<file path="src/rtl/mul_shared_arbiter.sv">
// rtl/mul_shared_arbiter.sv - two-channel arbiter sharing one pipelined signed multiplier
// Optional build macro MUL_ARB_FIXED_PRIO_EN: channel 0 always wins instead of round-robin.
module mul_shared_arbiter #(
   parameter int OP_WIDTH       = 32,
   parameter int RES_WIDTH      = 64,
   parameter int TAG_WIDTH      = 2,
   parameter int RES_FIFO_DEPTH = 4,
   parameter int SIM_DELAY      = 1
) (
   input  logic                 aclk,
   input  logic                 aresetn,
   input  logic                 aclken,
   input  logic [OP_WIDTH-1:0]  req0_op_a,
   input  logic [OP_WIDTH-1:0]  req0_op_b,
   input  logic [TAG_WIDTH-1:0] req0_tag,
   input  logic                 req0_vld,
   output logic                 req0_rdy,
   input  logic [OP_WIDTH-1:0]  req1_op_a,
   input  logic [OP_WIDTH-1:0]  req1_op_b,
   input  logic [TAG_WIDTH-1:0] req1_tag,
   input  logic                 req1_vld,
   output logic                 req1_rdy,
   output logic [RES_WIDTH-1:0] res0_data,
   output logic [TAG_WIDTH-1:0] res0_tag,
   output logic                 res0_vld,
   input  logic                 res0_rdy,
   output logic [RES_WIDTH-1:0] res1_data,
   output logic [TAG_WIDTH-1:0] res1_tag,
   output logic                 res1_vld,
   input  logic                 res1_rdy,
   output logic [OP_WIDTH-1:0]  mul_op_a,
   output logic [OP_WIDTH-1:0]  mul_op_b,
   output logic [1:0]           mul_ce,
   input  logic [RES_WIDTH-1:0] mul_res
);

   localparam int CW = $clog2(RES_FIFO_DEPTH + 1);
   localparam int PW = (RES_FIFO_DEPTH > 1) ? $clog2(RES_FIFO_DEPTH) : 1;
   localparam logic [CW-1:0] DEPTH_C  = CW'(RES_FIFO_DEPTH);
   localparam logic [PW-1:0] LAST_PTR = PW'(RES_FIFO_DEPTH - 1);

   generate
      if (RES_FIFO_DEPTH < 2 || RES_WIDTH != 2 * OP_WIDTH || SIM_DELAY < 0) begin : g_param_check
         $error("mul_shared_arbiter: illegal parameter combination");
      end
   endgenerate

   logic [OP_WIDTH-1:0]  w_op_a     [2];
   logic [OP_WIDTH-1:0]  w_op_b     [2];
   logic [TAG_WIDTH-1:0] w_tag_in   [2];
   logic [RES_WIDTH-1:0] w_res_data [2];
   logic [TAG_WIDTH-1:0] w_res_tag  [2];
   logic [1:0]           w_req_vld;
   logic [1:0]           w_res_rdy;
   logic [1:0]           w_elig;
   logic [1:0]           w_accept;
   logic [1:0]           w_res_vld;
   logic                 w_grant_vld;
   logic                 w_grant_id;

   logic                 r_s1_vld;
   logic                 r_s1_id;
   logic [TAG_WIDTH-1:0] r_s1_tag;
   logic                 r_s2_vld;
   logic                 r_s2_id;
   logic [TAG_WIDTH-1:0] r_s2_tag;

   assign w_op_a[0]   = req0_op_a;
   assign w_op_a[1]   = req1_op_a;
   assign w_op_b[0]   = req0_op_b;
   assign w_op_b[1]   = req1_op_b;
   assign w_tag_in[0] = req0_tag;
   assign w_tag_in[1] = req1_tag;
   assign w_req_vld   = {req1_vld, req0_vld};
   assign w_res_rdy   = {res1_rdy, res0_rdy};

   // Reset gates the grant so no request is acknowledged while aresetn is low.
   assign w_grant_vld = aresetn & aclken & (|w_elig);
   assign w_accept[0] = w_grant_vld & ~w_grant_id;
   assign w_accept[1] = w_grant_vld & w_grant_id;

`ifdef MUL_ARB_FIXED_PRIO_EN
   assign w_grant_id = ~w_elig[0];
`else
   logic r_rr_ptr;

   assign w_grant_id = (w_elig == 2'b11) ? r_rr_ptr : w_elig[1];

   always_ff @(posedge aclk or negedge aresetn) begin
      if (!aresetn) begin
         r_rr_ptr <= 1'b0;
      end else if (w_grant_vld) begin
         r_rr_ptr <= ~w_grant_id;
      end
   end
`endif

   assign mul_op_a = w_grant_vld ? w_op_a[w_grant_id] : '0;
   assign mul_op_b = w_grant_vld ? w_op_b[w_grant_id] : '0;
   assign mul_ce   = {r_s1_vld & aclken, w_grant_vld};

   // S1 tracks the multiplier input register, S2 its multiply-stage register.
   always_ff @(posedge aclk or negedge aresetn) begin
      if (!aresetn) begin
         r_s1_vld <= 1'b0;
         r_s1_id  <= 1'b0;
         r_s1_tag <= '0;
         r_s2_vld <= 1'b0;
         r_s2_id  <= 1'b0;
         r_s2_tag <= '0;
      end else if (aclken) begin
         r_s1_vld <= w_grant_vld;
         r_s1_id  <= w_grant_id;
         r_s1_tag <= w_tag_in[w_grant_id];
         r_s2_vld <= r_s1_vld;
         r_s2_id  <= r_s1_id;
         r_s2_tag <= r_s1_tag;
      end
   end

   for (genvar g = 0; g < 2; g++) begin : g_ch
      logic [PW-1:0]        r_wr_ptr;
      logic [PW-1:0]        r_rd_ptr;
      logic [CW-1:0]        r_count;
      logic [CW-1:0]        r_credit;
      logic [RES_WIDTH-1:0] r_data [RES_FIFO_DEPTH];
      logic [TAG_WIDTH-1:0] r_tag  [RES_FIFO_DEPTH];
      logic                 w_wr;
      logic                 w_pop;

      assign w_elig[g]     = w_req_vld[g] & (r_credit < DEPTH_C);
      assign w_wr          = aclken & r_s2_vld & (r_s2_id == 1'(g));
      assign w_pop         = aclken & w_res_vld[g] & w_res_rdy[g];
      assign w_res_vld[g]  = (r_count != '0);
      assign w_res_data[g] = w_res_vld[g] ? r_data[r_rd_ptr] : '0;
      assign w_res_tag[g]  = w_res_vld[g] ? r_tag[r_rd_ptr] : '0;

      // Credit covers S1, S2 and the FIFO, so a granted op always has a free slot.
      always_ff @(posedge aclk or negedge aresetn) begin
         if (!aresetn) begin
            r_wr_ptr <= '0;
            r_rd_ptr <= '0;
            r_count  <= '0;
            r_credit <= '0;
         end else begin
            if (w_wr) begin
               r_wr_ptr <= (r_wr_ptr == LAST_PTR) ? '0 : r_wr_ptr + 1'b1;
            end
            if (w_pop) begin
               r_rd_ptr <= (r_rd_ptr == LAST_PTR) ? '0 : r_rd_ptr + 1'b1;
            end
            case ({w_wr, w_pop})
               2'b10:   r_count <= r_count + 1'b1;
               2'b01:   r_count <= r_count - 1'b1;
               default: r_count <= r_count;
            endcase
            case ({w_accept[g], w_pop})
               2'b10:   r_credit <= r_credit + 1'b1;
               2'b01:   r_credit <= r_credit - 1'b1;
               default: r_credit <= r_credit;
            endcase
         end
      end

      always_ff @(posedge aclk) begin
         if (w_wr) begin
            r_data[r_wr_ptr] <= mul_res;
            r_tag[r_wr_ptr]  <= r_s2_tag;
         end
      end
   end

   assign req0_rdy  = w_accept[0];
   assign req1_rdy  = w_accept[1];
   assign res0_vld  = w_res_vld[0];
   assign res1_vld  = w_res_vld[1];
   assign res0_data = w_res_data[0];
   assign res1_data = w_res_data[1];
   assign res0_tag  = w_res_tag[0];
   assign res1_tag  = w_res_tag[1];

endmodule

</file>
<file path="config.mk">
export PLATFORM = sky130hd
export DESIGN_NAME = mul_shared_arbiter
export DESIGN_NICKNAME = d
export VERILOG_FILES = /design/src/rtl/mul_shared_arbiter.sv
export SDC_FILE = /design/constraint.sdc
export NUM_CORES = 1
export LEC_CHECK = 0
export ABC_CLOCK_PERIOD_IN_PS = 3700
export CORE_MARGIN = 3
export CORE_UTILIZATION = 40
export DETAILED_ROUTE_END_ITERATION = 7
export PLACE_DENSITY_LB_ADDON = 0.2
export SLEW_MARGIN = 20
export SYNTH_ARGS = -nofsm -noshare
export SYNTH_HDL_FRONTEND = slang
export SYNTH_SLANG_ARGS = --single-unit
</file>
<file path="constraint.sdc">
create_clock -name aclk -period 3.7 [get_ports aclk]
set_input_delay 0.555 -clock aclk [delete_from_list [all_inputs] [get_ports aclk]]
set_output_delay 0.555 -clock aclk [all_outputs]
set_load 0.01 [all_outputs]
</file>
==> summary.md, run 1 <==
| Metric | Value |
|---|---|
| Kind of capture point of the worst setup path | output pin |
| Number of standard cells in the final layout excluding fillers | ~2,400 |
| Final TNS setup | 0 ps |
| Cell area after synthesis | approximately 0.023 mm^2 |
| Max Fclk | between 200 and 300 MHz |
| Flop2flop setup slack | about 1100 ps |
| Average instance area after synthesis | ~19 um^2 |
| Top area cells in the synthesized netlist | edfxtp_1 70%, mux4_2 13%, and2_1 3.9% |
| Clock Path Buffers | 3 |
| Compound-Gate Fraction of Synth Area | a little over 3% |
| Count of yosys warnings during synthesis | 0 |
| Final worst slack | between 300 and 400 ps |
| CP Class | reg -> out |
| Final Skew | approximately 15 ps |
| Register bit count reported by yosys | ~560 |
| Area of all placed cells without fillers | approximately 0.030 mm^2 |
| Maximum vdd drop | between 0.5 and 0.6 mV |
| Die outline width | roughly 240 um |
| Reg-to-reg endpoint | g_ch[0].r_credit[2] |
| Clk sink count | 557 |
| Most used cells in the layout excluding fill and tap cells | 528 x edfxtp_1, 404 x clkdlybuf4s50_1, 134 x and2_1 |
| Vias in the first global route | around 14,000 |
| Share of cell area taken by muxes after synthesis | ~14% |
| Cell type contributing the most total cell area after synthesis | edfxtp_1 |
| Least-Margin Pin Slew | 731.4 ps |
| Clock-pin transition on the worst setup and hold timing paths | ~60 ps |
| DRC violation count after routing | 0 |
| CTS Root Cell | clkbuf_16 |
| Uppermost signal routing layer after detailed routing | met5 |
| Top Ports | roughly 400 |
| Placed cell area | ~0.028 mm^2 |
| Dpl cells | 2,321 |
| Number of H-tree levels | 2 |
| Worst hold-check slack | between 300 and 400 ps |
| Final-report setup violation count | 0 |
| Initial core utilization | between 40% and 50% |
| Proportion of synthesized chip area in sequential cells | 73.12% |
| Routed met3 length | around 3100 um |
| Reg-to-Reg Start | g_ch[0].r_count[0] |
| Number of maximum-capacitance violations | 0 |
| Placeable core area | 0.05563 mm^2 |
| Most common cell after layout, fill and taps aside | edfxtp_1 |
| Worst hold-check path type | in -> async |
| Final Hold Fails | 0 |
| Area enclosed by the die boundary | 0.05958 mm^2 |
| Placed wire-length estimate after detailed placement | roughly 37,000 um |
| Fraction of final layout cells sized beyond drive strength 1 | between 10% and 20% |
| Gr usage total | about 19% |
| Post-cts repair resize count | 0 |
| Leakage power figure | approximately 9.6 nW |
| Required @ worst endpoint | approximately 3100 ps |
| RSZ-0062 raised after global routing | false |
| Routability congestion estimate | roughly 0.93 |
| Clock tree from TritonCTS | built |
| Aggregate routed wire length | around 58,000 um |
| Max-slew violation count | 0 |
| First-pass GRT wire length | between 80,000 and 90,000 um |
| Synth Area in Adders | roughly 1.1% |
| Grt ovf | 0 |
| Normalized max-slew margin | 51.24% |
| Area share of the largest cell type after synthesis | between 60 and 70% |
| Net count after synthesis | 1,434 |
| Distinct cells, synth | 32 |
| Fin nets | ~1,900 |
| Nature of the critical path startpoint | flip-flop |
| Instance count of the mapped netlist | ~1,200 |
| Largest net degree at the start of global routing | 68 |
| Vertical die dimension | roughly 240 um |
| Wire length on met2 | 30,080 um |
| PortBufs | a little over 400 |
| Final Cycle Share | about 90% |
| Number of antenna violations at the first check in global routing | 14 |
| Post-placement setup slack | between 400 and 500 ps |
| Clock insertion delay at the later pin of the skew report | around 580 ps |
| Simple-gate area share of the yosys netlist | 6.025% |
| Initial drt markers | approximately 710 |
| Count of cells along the worst register-to-register path | 8 |
| Maximum fanout along the worst path | 42 |
| Detailed Routing Iterations Pass 1 | 5 |
| Number of antenna-violating nets in the routed design | 0 |
| Parity-gate share of the synthesized area counting xor and xnor cells | less than 1% |
| Met1 routed wirelength after detailed routing | approximately 22,000 um |
| Average detailed-routed wire length per instance | between 20 and 25 um |
| Launch point of the critical path | g_ch[0].r_rd_ptr[1] |
| Vias per cell | around 5.2 |
| Final critical-path required period | about 3400 ps |
| Fill cell count | ~4,500 |
| P&R area growth vs syn | 30.26% |
| Arrival time worst endpoint | around 2800 ps |
| Combinational family with the most area after synthesis | multiplexers |
| Ratio of total power to cell area | 692.0 mW/mm^2 |
| Num rows | 86 |
| Run status | completed |
| Via Count | approximately 13,000 |
| Clock buffers created by TritonCTS | 54 |
[how the worst max path moves through the flow]
stage | slack (ps) | endpoint | cells past startpoint
5_1_grt | 150 | res0_data[7] | 4
3_3_place_gp | 460 | mul_op_a[31] | 6
4_1_cts | 6 | res0_data[57] | 4
2_1_floorplan | 810 | g_ch[1].r_data[0][0] | 3
6_report | 300 | res0_data[7] | 4
3_5_place_dp | 440 | mul_op_a[31] | 6
[stage by stage]
stage	util, %	power, mW
after CTS	53.00	20.77
after floorplan	-	11.87
after global placement	50.06	15.52
after global routing	53.09	21.45
final	53.09	20.44
after detailed placement	50.06	15.59
[timing repair]
| action | in CTS | in global routing |
|---|---|---|
| setup endpoints to repair | 0 | 17 |
| hold buffers | 0 | 0 |
| setup buffers | 0 | 1 |
[state kept, by name (all words and copies together) (netlist names), 2 cells and up]
| register | cells |
|---|---|
| g_ch.r_data | 512 |
| r_s2_tag | 2 |
| g_ch.r_tag | 16 |
| g_ch.r_credit | 6 |
| g_ch.r_rd_ptr | 4 |
| g_ch.r_count | 6 |
| r_s1_tag | 2 |
| g_ch.r_wr_ptr | 4 |
[worst max-delay path: stages, from the launching register on]
cell	delay (ps)
dfrtp_4	890
buf_4	370
mux4_2	330
and2_1	180
clkdlybuf4s50_1	480
[layout make-up]
class	instances	area (um^2)	area share (%)
Antenna cell	14	35.03	0.1186
Clock buffer	72	1440	4.876
Clock inverter	24	195.2	0.6608
Inverter	20	75.07	0.2542
Multi-Input combinational cell	552	5595	18.94
Sequential cell	557	16600	56.19
Tap cell	748	935.9	3.169
Timing Repair Buffer	445	4664	15.79
[kinds of logic (layout without fill, tap and decap cells)]
logic type               Yosys count  after routing
buffers and inverters            104            561
flip-flops                       557            557
adder cells (fa/ha/maj)           18             18
AO/OA/AOI/OAI                    139            139
multiplexers                     145            145
AND/OR/NAND/NOR                  238            238
other                              0             14
XOR/XNOR                          12             12
[power breakdown]
part / internal [mW] / total, mW / switching, mW
registers: 7.32 / 7.69 / 0.365
clock network: 2.93 / 5.15 / 2.22
logic: 4.19 / 7.60 / 3.41
total: 14.4 / 20.4 / 6.00
[cell usage after synthesis (all sizes together)]
library cell	number
edfxtp	528
and2	142
mux4	132
o21ai	72
nand3	69
a21oi	64
buf	46
clkbuf	38
dfrtp	29
inv	20
ha	14
mux2	12
nor2	12
xor2	7
nand2	6
xnor2	5
fa	4
or3	3
a31oi	2
nor2b	2
and3	1
mux2i	1
nand2b	1
nor3b	1
o21a	1
or3b	1
[per-layer routing]
layer	vias to the layer above	global-route usage [%]
met4	2	8.229
met3	79	4.353
met2	413	34.08
met5	-	0
li1	5631	-
met1	6561	22.72
Note: power is estimated with default switching activity, not from simulation.
==> run 2: changes to the inputs <==
--- a/config.mk
+++ b/config.mk
@@ -5,9 +5,10 @@
 export SDC_FILE = /design/constraint.sdc
 export NUM_CORES = 1
 export LEC_CHECK = 0
+export ABC_AREA = 1
 export ABC_CLOCK_PERIOD_IN_PS = 3700
 export CORE_MARGIN = 3
-export CORE_UTILIZATION = 40
+export CORE_UTILIZATION = 45
 export DETAILED_ROUTE_END_ITERATION = 7
 export PLACE_DENSITY_LB_ADDON = 0.2
 export SLEW_MARGIN = 20
==> run 2 against run 1 <==
Synthesized cell count rose by 62%. Cell count rose by 26%. Critical endpoint is now res0_data[17]. Critical path type unchanged. Routed wire length rose by 11%. First-iteration DRC count rose by 99%. Critical path depth rose by 1. Clock skew fell by 3.7 ps.
==> summary.md, run 2 <==
| Metric | Value |
|---|---|
| Worst hold-check path type | in -> async |
| Fin nets | ~2,600 |
| Clock Path Buffers | 3 |
| DRC violation count after routing | 0 |
| Average detailed-routed wire length per instance | 20.93 um |
| Fraction of final layout cells sized beyond drive strength 1 | roughly 6.4% |
| Delay contributed by the slowest stage of the critical path | a little under 700 ps |
| Top area cells in the synthesized netlist | edfxtp_1 69%, nor2_1 8.8%, a21oi_1 4.4% |
| Number of buffers added to fix hold violations after cts | 0 |
| Register bit count reported by yosys | ~560 |
| Final-report setup violation count | 0 |
| Gr usage total | between 20% and 30% |
| Proportion of synthesized chip area in sequential cells | between 70 and 80% |
| Area enclosed by the die boundary | about 0.054 mm^2 |
| Cell with the most instances after synthesis | nor2_1 |
| Ratio of total power to cell area | roughly 730 mW/mm^2 |
| Least-Margin Pin Slew | 976.9 ps |
| Clock buffers created by TritonCTS | 54 |
| Final Hold Fails | 0 |
| Final critical-path required period | around 3500 ps |
| Max Fclk | about 280 MHz |
| Clock insertion delay at the later pin of the skew report | 600 ps |
| Initial drt markers | about 1,400 |
| Largest registers | g_ch.r_data x512, g_ch.r_tag x16 |
| Grt ovf | 0 |
| Num rows | 82 |
| Placed cell area | approximately 0.028 mm^2 |
| Required @ worst endpoint | roughly 3100 ps |
| Number of H-tree levels | 2 |
| Number of maximum-capacitance violations | 0 |
| RSZ-0062 raised after global routing | false |
| Cell type contributing the most total cell area after synthesis | edfxtp_1 |
| Nature of the critical path startpoint | flip-flop |
| Clock-pin transition on the worst setup and hold timing paths | 60 ps |
| Flip-flop count of the largest register after layout | slightly above 500 |
| Post-placement setup slack | about 500 ps |
| Leading post-synthesis cells by instance count | 543 x nor2_1, 528 x edfxtp_1, 204 x a21oi_1 |
| Number of antenna violations at the first check in global routing | 3 |
| Aggregate routed wire length | approximately 64,000 um |
| First-pass GRT wire length | 96,700 um |
| CP delay by family, top | buffers and inverters |
| Final Cycle Share | around 96% |
| Leakage power figure | roughly 10 nW |
| PortBufs | 404 |
| Slowest cell on crit path | dfrtp_4 |
| CP Class | reg -> out |
| Normalized max-slew margin | between 30% and 40% |
| Die outline width | between 200 and 250 um |
| Final TNS setup | 0 ps |
| Count of yosys warnings during synthesis | 0 |
| Top FF cell, synth | edfxtp_1 |
| Vertical die dimension | between 200 and 250 um |
| Buffering stage count on the worst path with inverters included | 3 |
| Maximum fanout along the worst path | 42 |
| Worst path cell trace | inv_6 -> buf_12 -> o21ai_0 -> a21oi_1 -> clkdlybuf4s50_1 |
| Placed wire-length estimate after detailed placement | 38,590 um |
| Final worst slack | between 150 and 200 ps |
| Area share of the largest cell type after synthesis | about 70% |
| Number of antenna-violating nets in the routed design | 0 |
| Average instance area after synthesis | roughly 12 um^2 |
| Register bank with the most flops | g_ch.r_data |
| Final Skew | around 11 ps |
| CTS Root Cell | clkbuf_16 |
| Net count after synthesis | ~2,200 |
| Placeable core area | approximately 0.050 mm^2 |
| Max-slew violation count | 0 |
| Largest net degree at the start of global routing | between 70 and 80 |
| Vias in the first global route | 16,300 |
| Routability congestion estimate | ~0.93 |
| Initial core utilization | between 40% and 50% |
| FFs w/ async S/R, synth | roughly 5.2% |
| EDFF count, synth | about 530 |
| Maximum vdd drop | around 0.41 mV |
| P&R area growth vs syn | 27.77% |
| Detailed Routing Iterations Pass 1 | 5 |
| Instance count of the mapped netlist | approximately 2,000 |
| Kind of capture point of the worst setup path | output pin |
| Arrival time worst endpoint | ~3000 ps |
| Clock tree from TritonCTS | built |
| Distinct cells, synth | 24 |
| Vias per cell | 5.349 |
| Most used cells in the layout excluding fill and tap cells | 535 x nor2_1, 528 x edfxtp_1, 404 x clkdlybuf4s50_1 |
| Via Count | around 16,000 |
| Top Ports | a little over 400 |
| Worst hold-check slack | approximately 470 ps |
| Most common cell after layout, fill and taps aside | nor2_1 |
| Run status | completed |
| Clk sink count | ~560 |
| Cell area after synthesis | 0.02313 mm^2 |
| Area of all placed cells without fillers | roughly 0.030 mm^2 |
[run 2: cell types whose count changed in the layout (fill, tap and decap cells not counted), moves of 103 or more]
cell	previous run	this run
nand2_1	6	109
nor2_1	12	535
mux4_2	132	0
a21oi_1	64	204
o21ai_1	5	119
and2_1	134	0
[run 2: path summary, 6_finish.rpt]
kind | start | endpoint | slack, ps | cells after the start
min in group aclk | g_ch[0].r_count[0] | g_ch[0].r_count[0] | 480 | 1
max in group asynchronous | aresetn | g_ch[1].r_rd_ptr[0] | 2910 | 2
hold reg to reg | g_ch[0].r_count[0] | g_ch[0].r_count[0] | 480 | 1
setup reg to reg | g_ch[0].r_credit[2] | g_ch[1].r_credit[2] | 1230 | 12
hold / removal | aresetn | g_ch[1].r_credit[2] | 470 | 2
setup / recovery | g_ch[0].r_rd_ptr[0] | res0_data[17] | 160 | 5
[run 2: metal layers]
| layer | part of all wire, % | vias up | GRT usage [%] | wire length [um] |
|---|---|---|---|---|
| met3 | 6.9 | 126 | 4.824 | 4416 |
| li1 | - | 7646 | - | - |
| met2 | 48 | 583 | 37.84 | 30660 |
| met1 | 42 | 8007 | 32.00 | 27000 |
| met4 | 3.0 | 2 | 7.621 | 1922 |
| met5 | 0.020 | - | 0 | 13 |
[run 2: report_power, final]
part / total (mW) / internal (mW) / switching, mW
clock: 5.29 / 3.00 / 2.29
sequential: 7.47 / 7.24 / 0.227
combinational: 8.92 / 3.77 / 5.14
[run 2: layout make-up]
class                           instances  area (um^2)
Fill cell                            4121        20930
Sequential cell                       557        16600
Multi-Input combinational cell       1234         5637
Timing Repair Buffer                  447         4592
Clock buffer                           63         1406
Tap cell                              672        840.8
Clock inverter                         37        290.3
Inverter                               46        180.2
Antenna cell                            3        7.507
[run 2: cell families (layout without fill, tap and decap cells)]
family,after synthesis,in the layout,synth area share [%]
buffers and inverters,178,593,4.193
AOI/OAI and AO/OA,475,475,10.28
xor gates and xnor gates,8,8,0.3029
other,0,3,0
adders and majority gates,18,18,1.104
DFF,557,557,71.69
and+or+nand+nor,733,733,12.43
[run 2: timing repair]
item                                    CTS  global route
resized for setup                         1             0
endpoints found under the hold margin     0             0
endpoints found under the setup margin    1             0
setup buffers                             0             0
[run 2: stage by stage]
step | instances | power (mW) | util (%)
after floorplan | 1969 | 12.25 | -
after global placement | 2956 | 16.43 | 55.16
after detailed placement | 2956 | 16.53 | 55.16
after CTS | 3056 | 21.86 | 58.52
after global routing | 3058 | 22.84 | 58.53
final | 3059 | 21.67 | 58.54
